### src/rtl/turbo_stream_rx.sv
// Hard-decision checker for a turbo encoder serial stream: re-encodes xk with the RSC, checks zk and tail.
// dout one cycle after each accepted data triplet; in_valid gaps stall everything, no backpressure output.
module turbo_stream_rx (
  input  logic        clock,
  input  logic        reset,
  input  logic        sof,
  input  logic        blocksize,
  input  logic        in_valid,
  input  logic        xk_in,
  input  logic        zk_in,
  input  logic        zk_prime_in,
  output logic        dout,
  output logic        dout_valid,
  output logic        blk_done,
  output logic        parity_err,
  output logic        tail_err,
  output logic [12:0] err_count,
  output logic        abort,
  output logic        busy,
  output logic [2:0]  d_state
);

  typedef enum logic [1:0] {
    IDLE   = 2'd0,
    DATA   = 2'd1,
    TAIL   = 2'd2,
    REPORT = 2'd3
  } state_t;

  localparam logic [12:0] K_SMALL = 13'd40;
  localparam logic [12:0] K_LARGE = 13'd6144;
  localparam logic [12:0] ERR_MAX = 13'h1fff;

  state_t      state;
  state_t      state_nxt;
  logic [12:0] data_cnt;
  logic [1:0]  tail_cnt;
  logic        bs_q;
  logic [2:0]  rsc;          // {s2, s1, s0}

  logic        start;
  logic        in_data;
  logic        in_tail;
  logic        tail_chk;
  logic        last_data;
  logic        last_tail;
  logic [12:0] k_last;
  logic [2:0]  rsc_base;
  logic [2:0]  rsc_nxt;
  logic        x_eff;
  logic        fb;
  logic        z_exp;
  logic        mismatch;
  logic        tail_bad;
  logic        unused_zk_prime;

  // Encoder-2 parity is not checked by this block.
  assign unused_zk_prime = zk_prime_in;

  assign start     = sof & in_valid;
  assign in_data   = start | (in_valid & (state == DATA));
  assign in_tail   = ~start & in_valid & (state == TAIL);
  assign tail_chk  = in_tail & (tail_cnt != 2'd3);
  assign last_tail = in_tail & (tail_cnt == 2'd3);
  assign k_last    = (bs_q ? K_LARGE : K_SMALL) - 13'd1;
  assign last_data = ~start & in_valid & (state == DATA) & (data_cnt == k_last);

  // A new block starts from the all-zero trellis state on the sof triplet itself.
  assign rsc_base = start ? 3'b000 : rsc;
  assign x_eff    = in_tail ? (rsc_base[1] ^ rsc_base[2]) : xk_in;
  assign fb       = x_eff ^ rsc_base[1] ^ rsc_base[2];
  assign z_exp    = fb ^ rsc_base[0] ^ rsc_base[2];
  assign rsc_nxt  = {rsc_base[1], rsc_base[0], fb};

  assign mismatch = (in_data | tail_chk) & (zk_in != z_exp);
  assign tail_bad = tail_chk & ((xk_in != x_eff) |
                                ((tail_cnt == 2'd2) & (rsc_nxt != 3'b000)));

  always_comb begin
    state_nxt = state;
    unique case (state)
      IDLE:    if (start) state_nxt = DATA;
      DATA:    if (last_data) state_nxt = TAIL;
      TAIL: begin
        if (start)          state_nxt = DATA;
        else if (last_tail) state_nxt = REPORT;
      end
      REPORT:  state_nxt = start ? DATA : IDLE;
      default: state_nxt = IDLE;
    endcase
  end

  always_ff @(posedge clock or posedge reset) begin
    if (reset) begin
      state      <= IDLE;
      data_cnt   <= 13'd0;
      tail_cnt   <= 2'd0;
      bs_q       <= 1'b0;
      rsc        <= 3'b000;
      dout       <= 1'b0;
      dout_valid <= 1'b0;
      abort      <= 1'b0;
      parity_err <= 1'b0;
      tail_err   <= 1'b0;
      err_count  <= 13'd0;
    end else begin
      state      <= state_nxt;
      dout_valid <= in_data;
      dout       <= in_data & xk_in;
      abort      <= start & ((state == DATA) | (state == TAIL));

      if (start) bs_q <= blocksize;

      if (start)        data_cnt <= 13'd1;
      else if (in_data) data_cnt <= data_cnt + 13'd1;

      if (start)        tail_cnt <= 2'd0;
      else if (in_tail) tail_cnt <= tail_cnt + 2'd1;

      // The fourth tail triplet belongs to encoder 2 and leaves the trellis alone.
      if (in_data | tail_chk) rsc <= rsc_nxt;

      if (start) begin
        parity_err <= mismatch;
        tail_err   <= 1'b0;
        err_count  <= {12'd0, mismatch};
      end else begin
        if (mismatch) parity_err <= 1'b1;
        if (tail_bad) tail_err   <= 1'b1;
        if (mismatch && (err_count != ERR_MAX)) err_count <= err_count + 13'd1;
      end
    end
  end

  assign blk_done = (state == REPORT);
  assign busy     = (state != IDLE);
  assign d_state  = {1'b0, state};

endmodule

### config.mk
export PLATFORM = sky130hd
export DESIGN_NAME = turbo_stream_rx
export DESIGN_NICKNAME = d
export VERILOG_FILES = /design/src/rtl/turbo_stream_rx.sv
export SDC_FILE = /design/constraint.sdc
export NUM_CORES = 1
export LEC_CHECK = 0
export CORE_MARGIN = 4
export CORE_UTILIZATION = 40
export CTS_CLUSTER_DIAMETER = 50
export CTS_CLUSTER_SIZE = 14
export DETAILED_ROUTE_END_ITERATION = 8
export SYNTH_ARGS = -nofsm -noshare
export SYNTH_HDL_FRONTEND = slang
export SYNTH_SLANG_ARGS = --single-unit
### constraint.sdc
create_clock -name clock -period 4.4 [get_ports clock]
set_input_delay 0.88 -clock clock [delete_from_list [all_inputs] [get_ports clock]]
set_output_delay 0.88 -clock clock [all_outputs]
set_load 0.05 [all_outputs]
## Word level (Yosys, flattened, before mapping)

Cells that the tools add are included.

- $add $sub $neg: 4
- Multipliers: 0
- Div/mod/pow operators: 0
- Order comparisons: 0
- Equal/unequal tests: 13
- Shifts and indexed selects: 0
- Mux-type cells: 19
- Bitwise gates (word level): 23
- Reduce and logical (&&, ||, !) cells: 10

Operator list:

| kind | count |
|---|---|
| $mux 13 | 5 |
| $add 13x1->13 const B | 2 |
| $and 1x1->1 | 13 |
| $eq 13x13->1 | 1 |
| $ne 13x13->1 const B | 1 |
| $sub 13x1->13 const B | 1 |
| $mux 2 | 6 |
| $reduce_bool 2->1 | 6 |
| $eq 2x2->1 const B | 4 |
| $pmux 2 s4 | 1 |
| $mux 1 | 6 |
| $ne 2x2->1 const B | 3 |
| $xor 1x1->1 | 5 |
| $or 1x1->1 | 4 |
| $mux 3 | 1 |
| $ne 3x3->1 const B | 1 |
| $reduce_and 3->1 | 1 |
| $reduce_bool 3->1 | 1 |
| $add 2x1->2 const B | 1 |
| $eq 2x1->1 const B | 1 |
| $logic_not 2->1 | 1 |
| $ne 1x1->1 | 2 |
| $logic_and 1x1->1 | 1 |
| $not 1->1 | 1 |

- Flip-flop bits (word level): 39
- Bits in latches: 0
- Memory bits (writable): 0
- Memory bits (read-only): 0
- Memories kept: 0

## Depth between registers and ports, before layout

Gate-level depths: netlist (run 1).

- Word-level depth: 14
- Gate-level depth with buffers: 13

## Least setup slack after synthesis (run 1)

Ideal clock, no wire load.

- Kind: in2reg
- Start point: in sof
- End point: reg err_count[9]
- Data arrival time: 3.599 ns
- Setup slack: 0.722 ns
- Stages on the path: 11
- Path buffers: 2
- Cells stage by stage: clkbuf_1 -> nand2_1 -> clkbuf_1 -> a32oi_1 -> o21ai_0 -> ha_1 -> xor2_2 -> xnor2_1 -> or4_4 -> or4b_1 -> a21oi_1

- Word-level cells in the longest chain between the ends: 13
- Elaborated cells on any way between the ends: 19

RTL lines:

| element | RTL line | source |
|---|---|---|
| start: declaration | 6 | `input logic sof,` |
| $and 1x1->1 * | 60 | `assign start = sof & in_valid;` |
| $not 1->1 | 62 | `assign in_tail = ~start & in_valid & (state == TAIL);` |
| $and 1x1->1 (2 in a row) | 62 |  |
| $mux 1 | 70 | `assign x_eff = in_tail ? (rsc_base[1] ^ rsc_base[2]) : xk_in;` |
| $xor 1x1->1 (2 in a row) | 71 | `assign fb = x_eff ^ rsc_base[1] ^ rsc_base[2];` |
| $xor 1x1->1 (2 in a row) | 72 | `assign z_exp = fb ^ rsc_base[0] ^ rsc_base[2];` |
| $ne 1x1->1 | 75 | `assign mismatch = (in_data \| tail_chk) & (zk_in != z_exp);` |
| $and 1x1->1 | 75 |  |
| $logic_and 1x1->1 | 130 | `if (mismatch && (err_count != ERR_MAX)) err_count <= err_count + 13'd1;` |
| $reduce_bool 2->1 (no line) | n/a |  |
| end signal: assignment | 126 | `err_count <= {12'd0, mismatch};` |
| end signal: assignment | 130 |  |
| end: declaration | 17 | `output logic [12:0] err_count,` |

Every way passes the cells marked *; elsewhere a longest branch is shown, timed or not.
A chain may end at the register's enable or synchronous reset.

## Worst setup path in the final report (run 1)

- Start point: in sof
- End point: reg err_count[10]

The elaborated chain is that of the path after synthesis.

==> results of run 1 <==
-- cell families after synthesis --
group | count (synthesis) | synth area share
flops | 39 | 0.448
compound gates | 61 | 0.174
buf+inv | 19 | 0.0351
mux | 3 | 0.0144
other cells | 1 | 0.00172
fa+ha+maj | 10 | 0.0575
simple gates | 97 | 0.226
xor+xnor | 10 | 0.0437
-- routing by layer --
metal,track usage,vias to the layer above
li1,-,921
met1,0.246,899
met2,0.246,58
met5,0,-
met3,0.0362,5
met4,0.0548,0
-- final cells by class --
class / instances / area (µm²) / area share
Multi-Input combinational cell: 182 / 1120 / 0.424
Sequential cell: 39 / 976 / 0.368
Timing Repair Buffer: 34 / 325 / 0.123
Clock buffer: 8 / 100 / 0.0378
Tap cell: 70 / 87.6 / 0.0330
Inverter: 10 / 37.5 / 0.0142
-- through the flow --
stage / utilization / power [mW] / cell area, µm²
floorplan: - / 0.944 / 2180
global placement: 0.490 / 1.13 / 2550
detailed placement: 0.490 / 1.14 / 2550
CTS: 0.509 / 1.41 / 2650
global route: 0.509 / 1.50 / 2650
finish: 0.509 / 1.40 / 2650
-- critical path, cell delays in order --
cell and delay (ns):
clkdlybuf4s50_1 0.57, nand2_1 0.10, a32oi_1 0.19, o21ai_0 0.13
ha_1 0.33, xor2_2 0.19, xnor2_1 0.15, buf_4 0.17
or3_1 0.49, or4_1 0.45, a21oi_1 0.15
-- cell usage after synthesis, types with 2 or more instances --
library cell and instances:
a211oi_1 2, a21o_1 2, a21oi_1 13, a22o_1 2, a31oi_1 2, and2_1 2, clkbuf_1 7, dfrtp_1 39
ha_1 10, inv_1 10, mux2i_1 2, nand2_1 31, nand3_1 11, nand3b_1 2, nand4_1 5, nor2_1 20
nor2b_1 3, nor4_1 6, o211ai_1 2, o21ai_0 21, o22ai_1 2, o31ai_1 5, or3_1 5, or4_1 3
or4_2 2, xnor2_1 7, xor2_1 2
-- report_power, final --
group	switching [mW]	leakage [nW]	total (mW)	internal, mW
clock network	0.126	0.0515	0.269	0.143
logic	0.401	0.508	0.644	0.244
registers	0.0674	0.524	0.489	0.422
total	0.594	1.08	1.40	0.809
-- how the worst max path moves through the flow --
stage,to,slack [ns],cells past startpoint
after floorplan,err_count[9],0.72,11
after global placement,err_count[10],0.56,11
after detailed placement,err_count[10],0.53,11
after CTS,err_count[10],0.83,11
after global routing,err_count[6],0.65,12
final,err_count[10],0.83,11
-- registers in the layout (all words and copies together), names as in the netlist --
register,flops
abort,1
bs_q,1
data_cnt,13
dout,1
dout_valid,1
err_count,13
parity_err,1
rsc,3
state,2
tail_cnt,2
tail_err,1
==> flow_summary.ini, run 1 <==
[sta]
slew_headroom = 0.374
fin_ws_ns = 0.830
min_period_over_period = 0.811
min_period_ns = 3.57
fin_skew_ns = 0.00801
rsz0062_at_grt = no
fmax_ghz = 0.280
drv_slew = 0
finalSetupViolCount = 0
fin_tns_setup_ns = 0
fin_hold_ws_ns = 0.482
tightest_slew_ns = 0.931
hold_viol_final = 0

[layout]
final_common_cell = dfrtp_1
final_cell_count_no_fill = 343
syn_to_final_growth_pct = 21.8
fin_nets = 290
final_cell_mix = dfrtp_1, nand2_1, clkdlybuf4s50_1
nFillCells = 506
drive_gt1_frac = 0.0769
antennaDiodeCount = 0

[worst_setup_path]
critPathLaunch = sof
crit_type = in -> reg
worstRegToRegCells = 13
r2r_start = state[0]
required_ns = 4.61
reg2reg_slack_ns = 1.10
r2r_end = err_count[10]
startpoint_type = input pin
crit_fanout = 9
arrival_ns = 3.78
timing.critical_path.to_type = register

[drt]
routed_wl_mm = 5.00
route.detailed.drc = 0
dr.first_iter.drc_count = 113
wl_met3_um = 297
postRouteAntennaNets = 0
route.met2.wl_mm = 2.21
vias = 1883
routedWlPerCell_um = 14.6
drt-met1-wl_mm = 2.44
routed.top_layer = met4
vias_per_cell = 5.49
drt-pass1-iter-count = 4

[synth]
synth-edff-count = 0
syn_nets = 258
ys_warn_count = 0
synth_top_area_frac = 0.448
synth_cell_type_count = 49
synthArstFlopShare = 1.00
yosys.area.top_type = dfrtp_1
syn_area_per_cell_um2 = 9.07
synth_ff_type = dfrtp_1
syn_inst = 240
yosysSeqAreaShare = 0.448
synth_area_mm2 = 0.00218
ys_ff_latch = 39
ys_top_cells_by_area = dfrtp_1, ha_1, nand2_1

[placement]
gp_congestion = 0.781
io_buffers = 28
pre_cts_ws_ns = 0.526
dpl.hpwl_mm = 3.42
post-place-cells = 335

[floorplanning]
pin_count = 31
start_util = 0.418
die_h_um = 81.8
die_width_um = 81.8
coreArea_mm2 = 0.00520
rows = 26
die_area_mm2 = 0.00669

[grt]
antenna_found_initial = 0
grt.total_usage = 0.168
grt-ovfl-total = 0
grt_pass1_wl_mm = 8.69
grt_pass1_vias = 1794
grt_max_degree = 40

[clock_tree]
clock-sinks = 39
cts_buffers = 5
hold_buffers = 0
cts.htree.levels = 2
root_buffer = clkbuf_8
cts_tree = done
clkTransAtPathRegs_ns = 0.07
clk_path_buf_depth = 2
clock_latency_ns = 0.29
cts_resized = 0
cts_setup_buffers = 0

[min_path]
holdPathEnd = rsc[0]
worstHoldPathCells = 2
hold_path_class = reg -> reg
min-delay-start = rsc[0]

[power]
ir_drop_mv = 0.368
powerDensity_mw_per_mm2 = 529
power.leakage_nw = 1.08

[run_status]
outcome = finished, final reports clean

[flow_run]
cap_violations = 0
Note: power is estimated with default switching activity, not from simulation.
==> run 2: changes to the inputs <==
clock period = 3.42 ns   (was 4.4 ns; I/O delays follow)
==> run 2 against run 1 <==
  * Non-clock buffer count rose by 7
  * Sequential power rose by 29%
  * Sequential share of layout area fell by 0.52 points
  * Total power rose by 27%
  * Largest cell class unchanged
  * First-iteration DRC count fell by 38%
  * Register-to-register slack got worse by 0.80 ns
  * Global-route usage fell by 0.63 points
  * Critical path type unchanged
  * Highest routed layer unchanged
  * Die area did not move
  * Combinational power rose by 31%
  * Cell count rose by 2.0%
==> flow_summary.ini, run 2 (synthesized netlist as in run 1, its figures left out) <==
[run_status]
outcome = finished, final reports clean

[worst_setup_path]
timing.critical_path.to_type = register
arrival_ns = 3.44
crit_type = in -> reg
worstRegToRegCells = 12
required_ns = 3.64
crit_fanout = 6
startpoint_type = input pin

[grt]
use_met1 = 0.228
grt_pass1_wl_mm = 8.37
met2_usage = 0.242
grtUsageMet3 = 0.0362
grt.total_usage = 0.162
grt_max_degree = 40
top_usage_layer = met2
grt_pass1_vias = 1758
grt-ovfl-total = 0
antenna_found_initial = 0

[clock_tree]
clkTransAtPathRegs_ns = 0.08
clock-sinks = 39
cts_tree = done
root_buffer = clkbuf_8
cts_buffers = 5
hold_buffers = 0
clk_path_buf_depth = 2
clock_latency_ns = 0.29
cts.htree.levels = 2

[sta]
rsz0062_at_grt = no
fin_hold_ws_ns = 0.493
finalSetupViolCount = 0
min_period_over_period = 0.941
fin_skew_ns = 0.00220
slew_headroom = 0.386
hold_viol_final = 0
fmax_ghz = 0.311
tightest_slew_ns = 0.912
drv_slew = 0
min_period_ns = 3.22

[floorplanning]
die_area_mm2 = 0.00669
pin_count = 31
die_width_um = 81.8
rows = 26
die_h_um = 81.8
start_util = 0.418
coreArea_mm2 = 0.00520

[drt]
postRouteAntennaNets = 0
vias_per_cell = 5.27
routedWlPerCell_um = 13.5
routed_wl_mm = 4.72
route.detailed.drc = 0
drt-pass1-iter-count = 4
dr.first_iter.drc_count = 70
vias = 1844

[min_path]
hold_path_class = reg -> reg
worstHoldPathCells = 2

[layout]
fin_nets = 297
antennaDiodeCount = 0
drive_gt1_frac = 0.104
top_regs = data_cnt: 13 flops, err_count: 13 flops, rsc: 3 flops
final_cell_mix = dfrtp_1, nand2_1, clkdlybuf4s50_1
final_common_cell = dfrtp_1
final_cell_count_no_fill = 350
fin_util = 0.517
syn_to_final_growth_pct = 23.7

[flow_run]
cap_violations = 0

[placement]
dpl.hpwl_mm = 3.48
post-place-cells = 342
gp_congestion = 0.796
io_buffers = 28

[power]
power.leakage_nw = 1.11
ir_drop_mv = 0.480
powerDensity_mw_per_mm2 = 663
p_total_mw = 1.78
[run 2: changes by cell type in the layout (fill, tap and decap cells not counted)]
cell             change
clkinvlp_4           +1
dfrtp_1              -1
clkbuf_8             -2
dlymetal6s2s_1       +1
buf_4                +7
clkdlybuf4s50_1      -1
clkinv_2             +1
dfrtp_2              +1
[run 2: timing repair]
item                                    4_1_cts  5_1_grt
gates resized for setup                       0        1
setup buffers                                 0        0
endpoints found under the setup margin        0        1
endpoints found under the hold margin         0        0
[run 2: routing by layer]
metal	routed length (µm)	up-vias
li1	-	941
met3	198	7
met4	53	0
met1	2360	858
met2	2110	38
met5	0	-
[run 2: worst max-delay path, cell delays in order]
cell	delay (ns)
clkdlybuf4s50_1	0.48
nand2_1	0.07
a32oi_1	0.19
o21ai_0	0.14
ha_1	0.33
xor2_2	0.19
xnor2_1	0.14
or4_4	0.55
or4b_1	0.51
a21oi_1	0.15
[run 2: cell type report]
type / instances / area [µm²]
fillers: 504 / 2510
multi-input cells: 182 / 1120
flip-flops and latches: 39 / 977
repair buffers: 41 / 380
well taps: 70 / 87.6
clock buffers: 6 / 72.6
inverters: 10 / 37.5
clock inverters: 2 / 12.5
[run 2: path summary, 6_finish.rpt]
check | start | end | slack (ns)
worst max-delay path | in_valid | err_count[9] | 0.20
worst min-delay path | rsc[0] | rsc[0] | 0.49
worst max register to register | state[0] | err_count[9] | 0.30
worst min register to register | rsc[0] | rsc[0] | 0.49
max in group asynchronous | reset | state[0] | 2.23
min in group asynchronous | reset | data_cnt[6] | 0.82
[run 2: per-stage QoR]
step,TNS (ns),instance area [µm²],setup WS (ns)
2_1_floorplan,0,2180,0.0433
3_3_place_gp,-0.661,2610,-0.171
3_5_place_dp,-0.814,2610,-0.189
4_1_cts,0,2690,0.105
5_1_grt,0,2690,0.0290
6_report,0,2690,0.202
[run 2: report_power, final]
part           switching [mW]  total [mW]  leakage, nW  internal (mW)
logic                   0.513       0.844        0.551          0.331
clock network           0.168       0.311       0.0412          0.143
registers              0.0856       0.629        0.523          0.544
total                   0.766        1.78         1.11           1.02
==> run 3: changes to the inputs <==
CORE_UTILIZATION = 30   (was 40)
GPL_TIMING_DRIVEN = 0   (was not set)
PLACE_DENSITY = 0.59   (was not set)
==> run 3 against run 2 <==
  * Clock power up 5%
  * Cell count up 6.3%
  * Via count up 3.0%
  * Non-clock buffer count down 4
  * Setup slack worse by 0.11 ns
  * Critical path depth up 2
  * Highest routed layer unchanged
  * Total power up 2.6%
  * Critical path type unchanged
  * Largest cell class unchanged
==> flow_summary.ini, run 3 (synthesized netlist as in run 1, its figures left out) <==
[sta]
slew_headroom = 0.343
tightest_slew_ns = 0.976
fmax_ghz = 0.301
finalSetupViolCount = 0
fin_hold_ws_ns = 0.497
fin_ws_ns = 0.0936
fin_tns_setup_ns = 0
hold_viol_final = 0
min_period_over_period = 0.973
drv_slew = 0
min_period_ns = 3.33
fin_skew_ns = 0.0104

[worst_setup_path]
cpMaxStageDelayCell = or4b_1
startpoint_type = input pin
max_stage_delay_ns = 0.52
arrival_ns = 3.56
required_ns = 3.65
crit_chain = clkdlybuf4s15_2 -> clkbuf_8 -> nand2_1 -> buf_4 -> a32oi_1 -> o21ai_1 -> ha_1 -> xor2_4 -> xnor2_4 -> or4_4 -> or4b_1 -> a21oi_1
crit_fanout = 10
timing.critical_path.to_type = register
crit_type = in -> reg

[floorplanning]
start_util = 0.315
die_width_um = 93.2
rows = 30
die_area_mm2 = 0.00868
die_h_um = 93.2
pin_count = 31
coreArea_mm2 = 0.00691

[clock_tree]
hold_buffers = 0
cts_setup_buffers = 0
clock_latency_ns = 0.30
cts.htree.levels = 2
cts_tree = done
root_buffer = clkbuf_8
clkTransAtPathRegs_ns = 0.09
cts_buffers = 5
clk_path_buf_depth = 2
clock-sinks = 39

[grt]
grt_pass1_vias = 1794
grt_max_degree = 40
antenna_found_initial = 0
grt_pass1_wl_mm = 8.87
grt.total_usage = 0.128
grt-ovfl-total = 0

[flow_run]
cap_violations = 0

[run_status]
outcome = finished, final reports clean

[drt]
vias = 1899
routedWlPerCell_um = 14.1
drt-pass1-iter-count = 4
routed_wl_mm = 5.25
vias_per_cell = 5.10
dr.first_iter.drc_count = 110
route.detailed.drc = 0
postRouteAntennaNets = 0

[layout]
final_cell_mix = dfrtp_1, nand2_1, clkdlybuf4s50_1
antennaDiodeCount = 0
fin_util = 0.393
syn_to_final_growth_pct = 24.8
drive_gt1_frac = 0.0942
final_common_cell = dfrtp_1
fin_nets = 293
top_regs = data_cnt: 13 flops, err_count: 13 flops, rsc: 3 flops

[min_path]
hold_path_class = reg -> reg

[power]
power.leakage_nw = 1.08
ir_drop_mv = 0.386
powerDensity_mw_per_mm2 = 674

[placement]
dpl.hpwl_mm = 3.66
io_buffers = 28
pre_cts_ws_ns = -1.06
gp_congestion = 0.785
==> run 3: stage by stage <==
step                      std cells  area [µm²]  total power, mW
final                           372        2720             1.83
after global routing            372        2720             1.95
after CTS                       372        2700             1.81
after detailed placement        364        2580             1.45
after global placement          364        2580             1.44
after floorplan                 240        2180             1.22
==> run 3: critical path, delay by kind of cell <==
kind            cells  cell delay, ns
compound gates      3            0.45
simple gates        3            1.07
xor+xnor            2            0.37
fa+ha+maj           1            0.37
buf+inv             3            0.60
==> run 3: final cells by class <==
cell class | count | area, µm²
Inverter | 10 | 37.5
Clock inverter | 3 | 20.0
Timing Repair Buffer | 28 | 277
Clock buffer | 5 | 68.8
Fill cell | 716 | 4190
Tap cell | 96 | 120
Sequential cell | 39 | 977
Buffer | 9 | 62.6
Multi-Input combinational cell | 182 | 1150
==> run 3: final timing paths <==
| path | cells past startpoint | end | slack, ns | start |
|---|---|---|---|---|
| setup / recovery | 12 | err_count[9] | 0.09 | sof |
| hold / removal | 2 | parity_err | 0.50 | parity_err |
| setup reg to reg | 12 | err_count[9] | 0.24 | state[0] |
| hold reg to reg | 2 | parity_err | 0.50 | parity_err |
| max in group asynchronous | 2 | state[0] | 1.97 | reset |
| min in group asynchronous | 2 | err_count[11] | 0.87 | reset |
==> run 3: what timing repair did <==
action                     in CTS  in global routing
gates resized for setup        14                  5
pin swaps                       2                  2
setup endpoints to repair      13                  4
hold endpoints to repair        0                  0
==> run 3: layer usage <==
metal	vias up	GRT usage	routed length, µm
met4	0	0.0366	64
met2	27	0.198	2410
li1	938	-	-
met1	928	0.179	2590
met3	6	0.0306	182
met5	-	0	0
==> run 3: report_power, final <==
part           internal (mW)  switching [mW]
clock                  0.142           0.185
sequential             0.544          0.0863
combinational          0.331           0.543
total                   1.02           0.814
